===== config.mk =====
export PLATFORM = sky130hd
export DESIGN_NAME = block_deinterleaver
export DESIGN_NICKNAME = d
export VERILOG_FILES = /design/src/rtl/block_deinterleaver.sv
export SDC_FILE = /design/constraint.sdc
export NUM_CORES = 1
export LEC_CHECK = 0
export BUFFER_PORTS_ARGS = -buffer_cell sky130_fd_sc_hd__buf_2
export CAP_MARGIN = 20
export CORE_MARGIN = 4
export CORE_UTILIZATION = 40
export CTS_CLUSTER_DIAMETER = 80
export CTS_CLUSTER_SIZE = 16
export DETAILED_ROUTE_END_ITERATION = 10
export PLACE_DENSITY = 0.62
export SLEW_MARGIN = 20
export SYNTH_ARGS = -nofsm -noshare
export SYNTH_HDL_FRONTEND = slang
export SYNTH_SLANG_ARGS = --single-unit

===== constraint.sdc =====
create_clock -name clk -period 2.92 [get_ports clk]
set_clock_uncertainty 0.05 [all_clocks]
set_input_delay 0.438 -clock clk [delete_from_list [all_inputs] [get_ports clk]]
set_output_delay 0.438 -clock clk [all_outputs]
set_load 0.03 [all_outputs]

===== src/rtl/block_deinterleaver.sv =====
`default_nettype none
// block_deinterleaver: serial-bit ROWS x COLS row-column block deinterleaver
// with ping-pong bit banks, block sync, valid/ready and flush drain. Rev 1.0
module block_deinterleaver #(
  parameter int ROWS = 4,
  parameter int COLS = 4
) (
  input  logic clk,
  input  logic rst,
  input  logic in_valid,
  output logic in_ready,
  input  logic data_i,
  input  logic sof_i,
  input  logic flush_i,
  output logic data_o,
  output logic out_valid,
  output logic out_sof,
  output logic sync_err
);

  localparam int N  = ROWS * COLS;
  localparam int CW = $clog2(N);

  localparam logic [1:0] S_EMPTY  = 2'd0;
  localparam logic [1:0] S_STREAM = 2'd1;
  localparam logic [1:0] S_DRAIN  = 2'd2;

  logic [1:0]    state, state_nxt;
  logic [CW-1:0] cnt, cnt_nxt;
  logic          wr_bank, wr_bank_nxt;
  logic [N-1:0]  bank0, bank1, rd_word;
  logic          beat, last, resync;
  logic          we, emit;
  logic [CW-1:0] waddr;

  // Output position i was written column-wise by the interleaver.
  function automatic logic [CW-1:0] perm(input logic [CW-1:0] i);
    int idx;
    idx = (int'(i) % COLS) * ROWS + int'(i) / COLS;
    return idx[CW-1:0];
  endfunction

  assign beat    = in_valid && in_ready;
  assign last    = (cnt == CW'(N - 1));
  assign resync  = beat && sof_i && (cnt != '0);
  assign rd_word = wr_bank ? bank0 : bank1;

  always_ff @(posedge clk or negedge rst) begin
    if (!rst) begin
      state   <= S_EMPTY;
      cnt     <= '0;
      wr_bank <= 1'b0;
    end else begin
      state   <= state_nxt;
      cnt     <= cnt_nxt;
      wr_bank <= wr_bank_nxt;
    end
  end

  always_comb begin
    state_nxt   = state;
    cnt_nxt     = cnt;
    wr_bank_nxt = wr_bank;
    case (state)
      S_EMPTY, S_STREAM: begin
        if (resync) begin
          // Misplaced sof: the offending bit becomes bit 0 of a fresh block.
          state_nxt = S_EMPTY;
          cnt_nxt   = CW'(1);
        end else if (beat) begin
          if (last) begin
            cnt_nxt     = '0;
            wr_bank_nxt = ~wr_bank;
            state_nxt   = S_STREAM;
          end else begin
            cnt_nxt = cnt + 1'b1;
          end
        end else if (state == S_STREAM && flush_i && cnt == '0) begin
          state_nxt = S_DRAIN;
        end
      end
      S_DRAIN: begin
        if (last) begin
          cnt_nxt   = '0;
          state_nxt = S_EMPTY;
        end else begin
          cnt_nxt = cnt + 1'b1;
        end
      end
      default: state_nxt = S_EMPTY;
    endcase
  end

  always_comb begin
    in_ready = (state != S_DRAIN);
    we       = beat;
    waddr    = resync ? '0 : cnt;
    emit     = (state == S_STREAM && beat && !resync) || (state == S_DRAIN);
  end

  always_ff @(posedge clk or negedge rst) begin
    if (!rst) begin
      bank0     <= '0;
      bank1     <= '0;
      data_o    <= 1'b0;
      out_valid <= 1'b0;
      out_sof   <= 1'b0;
      sync_err  <= 1'b0;
    end else begin
      if (we) begin
        if (wr_bank) bank1[waddr] <= data_i;
        else         bank0[waddr] <= data_i;
      end
      data_o    <= emit && rd_word[perm(cnt)];
      out_valid <= emit;
      out_sof   <= emit && (cnt == '0);
      sync_err  <= resync;
    end
  end

endmodule
`default_nettype wire


==> results of run 1 <==
[worst register-to-register path, stage by stage (launching register included)]
cell                        delay, ps
sky130_fd_sc_hd__dfrtp_1          450
sky130_fd_sc_hd__inv_1            140
sky130_fd_sc_hd__ha_1             190
sky130_fd_sc_hd__or3b_4           420
sky130_fd_sc_hd__a2111oi_4        500
sky130_fd_sc_hd__nand2_1          180
sky130_fd_sc_hd__a21oi_1          210
sky130_fd_sc_hd__mux2_2           350
[registers in the layout, summed over array words and instances, names as in the netlist]
name and cells:
cnt 4, data_o 1, bank0 16, out_valid 1
state 2, bank1 16, out_sof 1, sync_err 1
wr_bank 1
[power groups by stage]
| stage | sequential, W | clock [W] | combinational (W) |
|---|---|---|---|
| after floorplan | 0.000805 | 0 | 0.000578 |
| after global placement | 0.000868 | 0 | 0.000687 |
| after detailed placement | 0.000873 | 0 | 0.000689 |
| after CTS | 0.000862 | 0.000355 | 0.000691 |
| after global routing | 0.000891 | 0.000379 | 0.000766 |
| final | 0.000863 | 0.000342 | 0.000691 |
[kinds of logic after synthesis]
logic type      count (synthesis)  share of synthesized area [%]
xor+xnor                        1                          0.382
mux                            47                           23.7
fa+ha+maj                       2                           1.09
simple gates                   70                           14.7
flops                          43                           46.9
compound gates                 29                           9.22
buf+inv                        20                           3.93
[per-stage QoR]
step / worst slack (ps) / cells
finish: 336 / 295
global route: 160 / 295
CTS: 338 / 295
detailed placement: 357 / 289
global placement: 406 / 289
floorplan: 587 / 212
[routing by layer]
| metal | share of wire (%) | vias to the layer above | wire (µm) | track usage, % |
|---|---|---|---|---|
| li1 | - | 785 | - | - |
| met1 | 48 | 799 | 2420 | 22.6 |
| met2 | 45 | 39 | 2290 | 23.8 |
| met3 | 5.2 | 10 | 264 | 3.46 |
| met4 | 1.6 | 0 | 80 | 5.70 |
| met5 | 0 | - | 0 | 0 |
[path summary, 6_finish.rpt]
path                                      start                    to  slack, ps  depth (start not counted)
max                          cnt[0]$_DFFE_PN0P_  bank1[8]$_DFFE_PN0P_        340                          7
min                                         rst  bank1[5]$_DFFE_PN0P_        240                          1
max reg2reg                  cnt[0]$_DFFE_PN0P_  bank1[8]$_DFFE_PN0P_        340                          7
min reg2reg                bank1[8]$_DFFE_PN0P_  bank1[8]$_DFFE_PN0P_        460                          1
max in group asynchronous                   rst    cnt[3]$_DFFE_PN0P_       2010                          1
min in group clk                       in_valid  state[1]$_DFFE_PN0P_        380                          2
[Yosys cell counts (2+ instances only)]
cell type,count,share of area (%)
sky130_fd_sc_hd__a22o_1,2,0.76
sky130_fd_sc_hd__o21ai_0,8,1.7
sky130_fd_sc_hd__ha_1,2,1.1
sky130_fd_sc_hd__and2_1,3,0.82
sky130_fd_sc_hd__dfrtp_1,43,47
sky130_fd_sc_hd__nor3_1,2,0.44
sky130_fd_sc_hd__nor2_1,14,2.3
sky130_fd_sc_hd__nor2b_1,4,1.1
sky130_fd_sc_hd__clkbuf_1,6,0.98
sky130_fd_sc_hd__a221oi_1,2,0.76
sky130_fd_sc_hd__nand3_1,16,3.5
sky130_fd_sc_hd__o211ai_1,2,0.65
sky130_fd_sc_hd__mux2i_1,12,5.2
sky130_fd_sc_hd__buf_2,3,0.65
sky130_fd_sc_hd__mux2_4,2,1.3
sky130_fd_sc_hd__mux2_2,31,15
sky130_fd_sc_hd__nor4_1,4,1.1
sky130_fd_sc_hd__a21oi_1,4,0.87
sky130_fd_sc_hd__nand2_1,21,3.4
sky130_fd_sc_hd__inv_1,8,1.3
sky130_fd_sc_hd__a22oi_1,2,0.65
sky130_fd_sc_hd__a211oi_1,2,0.65
sky130_fd_sc_hd__mux4_2,2,2.0
[cell type report]
type | count | area (µm²) | share of cell area (%)
multi-input cells | 149 | 1130 | 45.1
flip-flops and latches | 43 | 1080 | 43.1
repair buffers | 17 | 103 | 4.11
well taps | 72 | 90.1 | 3.61
clock buffers | 6 | 72.6 | 2.90
inverters | 8 | 30.0 | 1.20
==> results, run 1 <==
- The post-cts sizing count is 0.
- After detailed routing, the number of remaining DRC violations is 0.
- Per report_power, the combinational group accounts for between 30 and 40% of the total.
- The sequential share of power is between 40 and 50%.
- The insertion delay of the later-clocked pin in the worst-skew pair is about 290 ps.
- The element type at the critical path end is a flop.
- In the synthesized netlist the async set-or-reset flop fraction comes to 100%.
- In the final routed layout, each cell accounts on average for about 17 µm.
- The post-layout net count is between 200 and 250.
- The placed standard-cell area is 2430 µm².
- In this run the worst path has a maximum fanout of 8.
- The count of pins over their slew limit was 0.
- The routability congestion estimate is approximately 0.90.
- The first global-routing pass estimated around 9000 µm of wire.
- For this configuration, the core starts out at a cell density of 41.4%.
- The die is about 84 µm tall.
- The setup violation total in the final timing report is 0.
- Net switching is between 30% and 40% of the power.
- The clock sink count is 43.
- 11 I/O pins were placed.
- The maximum clock rate is around 390 MHz.
- The worst path buffer plus inverter count is 1.
- The number of global-route vias before repair was 1,690.
- The final instance area is about 2500 µm².
- After layout, the design draws a total of between 0.0015 and 0.002 W.
- On the critical path the largest part of the delay comes from compound AO/OA/AOI/OAI gates.
- The count of buffers added on input and output ports is 10.
- The tool flagged a number of max-cap violations equal to 0.
- The share of layout cells above drive strength 1 is a little over a quarter.
- The cell sitting at the root of the clock tree is a sky130_fd_sc_hd__clkbuf_8.
- The proportion of synthesized chip area in sequential cells is between 40% and 50%.
- At the end of the flow the core is filled with cells to about 45%.
- The netlist area before placement is about 2300 µm².
- The number of antenna violations at the first check in global routing is 0.
- The area added between synthesis and finish is 8.95%.
- The critical path goes through inv_1, ha_1, or3b_4, a2111oi_4, nand2_1, a21oi_1, mux2_2.
- Global routing consumed, over all layers together, 15.9% of the routing resources.
- The relative slew slack is around 37%.
- The largest net degree at the start of global routing is between 40 and 50.
- The number of library cell types mapped by synthesis is 40.
- After synthesis the netlist holds a flip-flop and latch count of 43.
- The run finished with clean final reports.
- The library cells used most frequently in the layout, excluding fill and tap cells, are 43 x sky130_fd_sc_hd__dfrtp_1, 31 x sky130_fd_sc_hd__mux2_2, 21 x sky130_fd_sc_hd__nand2_1, 16 x sky130_fd_sc_hd__nand3_1, 14 x sky130_fd_sc_hd__nor2_1.
- The CTS H-tree depth is 2.
- The maximum VDD drop is approximately 310 µV.
- Row generation in the floorplan step produced 27 rows.
- The library cell contributing the largest single delay on the critical path is sky130_fd_sc_hd__a2111oi_4.
- Global routing finished with a remaining overflow of 0.
- The clock tree from TritonCTS is done.
- The first routing iteration left 88 violations.
- The number of buffers added to fix hold violations after cts is 0.
- Counting every instance in the synthesized netlist gives roughly 210.
- The number of buffers inserted by post-CTS setup repair is 0.
- The internal power component is between 0.001 and 0.0015 W.
- The x dimension of the die is 83.7 µm.
- The worst setup path is launched from a flop.
- The most used flip-flop cell after synthesis is sky130_fd_sc_hd__dfrtp_1.
- The smallest clock period supported by the final layout is computed as around 2600 ps.
- The power per cell area is ~760 nW/µm².
- Setup repair after global routing left no endpoint under its margin.
- For this run, the detailed router's first-pass iteration total came to 4.
- At the worst endpoint, the arrival time is ~2700 ps.
- The sum of routed wire length over all layers is around 5100 µm.
- The clock network power share is between 10% and 20%.
- Data on the critical path is required at its endpoint by a little over 3000 ps.
- For the final routed database, the setup TNS stands at 0 ps.
- The repair_antennas step left the layout with diodes totalling 0.
- Summed over all nets, the half-perimeter wirelength after detailed placement is 3620 µm.
- The area enclosed by the die boundary is 7010 µm².
- The number of filler instances in the final layout is around 550.
- After layout, the worst path uses 88.5% of the clock period.
- The number of flops mapped to enable cells by yosys is 0.
- Leaving out fill and tap cells, the most frequent cell in the layout is sky130_fd_sc_hd__dfrtp_1.
- Clock-pin slew was measured on the worst setup and hold paths at 70 ps.
- The worst stage delay on the critical path is roughly 500 ps.
- The detail route stage leaves a number of antenna-violating nets equal to 0.
- The Yosys warning count is 0.
- The number of hold-slack violations in the final timing report was 0.
- The routed via count divided by cell count is around 5.5.
- After synthesis, the mean cell area works out to 10.8 µm².
- The leakage power total is 1.23 nW.
- The maximum root-to-sink buffer count is 2.
- On the final layout, the worst hold slack is 237 ps.
- The number of nets in the synthesized netlist is 220.
- The kind of critical path is reg -> reg.
- The analysis attributes to net switching a power of ~0.0007 W.
- The number of buffers added by the clock tree synthesis step is 5.
- The placeable core area is between 5000 and 6000 µm².
- At the pin with the least slew margin, the transition time is roughly 940 ps.
- The tightest min-delay check is of the in -> async type.
- The routed layout has 1,633 vias.
Note: power is estimated with default switching activity, not from simulation.
==> run 2: changes to the inputs <==
--- a/config.mk
+++ b/config.mk
@@ -9,2 +9,3 @@
 export CAP_MARGIN = 20
+export CORE_ASPECT_RATIO = 0.8
 export CORE_MARGIN = 4
==> constraint.sdc (replaced) <==
create_clock -name clk -period 2.92 [get_ports clk]
set_clock_uncertainty 0.05 [all_clocks]
set_input_delay 0.146 -clock clk [delete_from_list [all_inputs] [get_ports clk]]
set_output_delay 0.146 -clock clk [all_outputs]
set_load 0.03 [all_outputs]
==> results, run 2 (synthesized netlist as in run 1, its figures left out) <==
- The flow ran to the end, and the final reports show no timing, DRC or antenna violations.
- The completed layout was analyzed and its total power is between 0.002 and 0.0025 W.
- The number of antenna violations at the first check in global routing came to 0.
- The first global-routing pass estimated 8490 µm of wire.
- CTS built an H-tree with a depth of 2.
- The placed instance count is 297.
- Excluding fillers, the count of instances in the completed layout stands at between 300 and 400.
- The routed design could run at a clock period as short as approximately 2600 ps.
- The largest net degree at the start of global routing is 44.
- The starting density of the core is 41.7%.
- In this run the vertical extent of the chip is 75.7 µm.
- The largest registers in the layout are bank0 x16, bank1 x16, cnt x4.
- For the worst-skew pair, the clock arrives at the later sink with an insertion delay of roughly 300 ps.
- Setup violations remaining at the end of the flow were counted as 0.
- The path class of the tightest hold or removal check is in -> reg.
- The count of pins over their slew limit was 0.
- The remaining design rule violation count is 0.
- Detailed placement ended at an HPWL of 3680 µm.
- Dividing total power by cell area gives a power density of approximately 800 nW/µm².
- The count of nets left with antenna violations once routing finished came out at 0.
- The accumulated negative setup slack is 0 ps.
- The highest net fanout along the worst path is 6.
- The relative slew slack is ~37%.
- The initial detailed-routing violation count is 74.
- Routability-driven placement finished with a final weighted congestion of 0.881.
- The x dimension of the die is roughly 93 µm.
- For the worst setup path, the data required time is around 3000 ps.
- The clock drives between 40 and 50 sinks.
- The portion of the clock cycle consumed by the worst path in the final layout is just under 90%.
- The worst setup path is of the reg -> reg kind.
- The maximum VDD drop is ~380 µV.
- The most frequent standard cell in the layout excluding fill and tap cells is sky130_fd_sc_hd__dfrtp_1.
- The clock tree from TritonCTS is done.
- Cells fill a little under half of the core in the end.
- The routed via count divided by cell count is roughly 5.4.
- The tree is rooted in a sky130_fd_sc_hd__clkbuf_8.
- The element type at the critical path end is a flop.
- The number of buffers inserted by post-CTS setup repair is 0.
- The element type at the critical path start is a flop.
- The actual slew at the worst max-slew pin is 938 ps.
- The post-layout net count is 235.
- Across the run, the number of max-cap violations was 0.
- The maximum root-to-sink buffer count is 2.
- After floorplanning, the core was divided into 24 placement rows.
- The number of hold-slack violations in the final timing report is 0.
- Leaving out fill and tap cells, the most frequent cells in the layout are 43 x sky130_fd_sc_hd__dfrtp_1, 31 x sky130_fd_sc_hd__mux2_2, 21 x sky130_fd_sc_hd__nand2_1, 16 x sky130_fd_sc_hd__nand3_1, 14 x sky130_fd_sc_hd__nor2_1.
- Of the cells placed in the final design, the portion with a size suffix greater than 1 is 28.5%.
- The overall fraction of global-route tracks in use is approximately 16%.
- The maximum clock rate is 383 MHz.
- The number of global-route vias before repair is around 1,600.
- Setup repair after global routing left no endpoint under its margin.
- The area added between synthesis and finish is 12.3%.
- The number of port buffers is 10.
- The remaining global-route overflow is 0.
- The total inserted antenna cells is 0.
- The clock transition at the registers of the reported paths is about 80 ps.
- The core region is between 5000 and 6000 µm².
- 11 I/O pins were placed.
- In the final routed layout, each cell accounts on average for approximately 17 µm.
- The first detailed-routing pass took 6 iterations.
- The endpoint arrival time on the critical path is 2740 ps.
- The number of buffers added by the clock tree synthesis step is 5.
- The total via count in the routed design is about 1,600.
- The die covers 7020 µm².
- The leakage power total is ~1.3 nW.
- The sum of routed wire length over all layers is 5060 µm.
-- run 2: cell types whose count changed in the layout (fill, tap and decap cells not counted), sizes merged --
| cell | change |
|---|---|
| dlygate4sd3 | +1 |
| buf | +2 |
| bufinv | +1 |
| clkinv | +1 |
-- run 2: layout make-up --
class / instances / area, µm²
multi-input cells: 149 / 1130
clock buffers: 6 / 82.6
flip-flops and latches: 43 / 1080
inverters: 8 / 30.0
fillers: 514 / 2920
clock inverters: 2 / 35.0
repair buffers: 20 / 128
well taps: 78 / 97.6
-- run 2: metrics by stage --
stage	worst slack [ps]	hold WS [ps]	area, µm²
after floorplan	587	-200	2290
after global routing	176	78.5	2580
after detailed placement	346	313	2450
final	311	76.0	2580
after CTS	335	64.1	2580
after global placement	402	308	2450
-- run 2: timing repair --
action | CTS | global route
hold buffers | 1 | 0
endpoints found under the hold margin | 43 | 0
resized for setup | 0 | 0
-- run 2: path summary, 6_finish.rpt --
| check | slack, ps | to | from | cells after the start |
|---|---|---|---|---|
| max in group asynchronous | 1750 | cnt[2]$_DFFE_PN0P_ | rst | 2 |
| worst max-delay path | 310 | bank1[6]$_DFFE_PN0P_ | cnt[1]$_DFFE_PN0P_ | 7 |
| worst min register to register | 460 | bank1[3]$_DFFE_PN0P_ | bank1[3]$_DFFE_PN0P_ | 1 |
| worst max register to register | 310 | bank1[6]$_DFFE_PN0P_ | cnt[1]$_DFFE_PN0P_ | 7 |
| worst min-delay path | 80 | state[1]$_DFFE_PN0P_ | in_valid | 2 |
| min in group asynchronous | 480 | bank0[1]$_DFFE_PN0P_ | rst | 2 |
-- run 2: layer usage --
layer,global-route usage [%],up-vias,routed length [µm]
met3,3.75,8,325
met5,0,-,0
met2,23.4,45,2160
met4,4.39,0,53
li1,-,791,-
met1,23.4,805,2520
-- run 2: where the power goes --
| group | leakage [nW] | internal [W] | switching [W] |
|---|---|---|---|
| clock network | 0.0612 | 0.000277 | 0.000200 |
| registers | 0.576 | 0.000725 | 0.000114 |
| logic | 0.631 | 0.000318 | 0.000425 |
| total | 1.27 | 0.00132 | 0.000739 |
-- run 2: critical path, stage by stage (launching register included) --
cell and delay (ps):
sky130_fd_sc_hd__dfrtp_1 440, sky130_fd_sc_hd__inv_1 150, sky130_fd_sc_hd__ha_1 200, sky130_fd_sc_hd__or3b_4 420, sky130_fd_sc_hd__a2111oi_4 520, sky130_fd_sc_hd__nand2_1 180
sky130_fd_sc_hd__nor2_1 200, sky130_fd_sc_hd__mux2_2 350
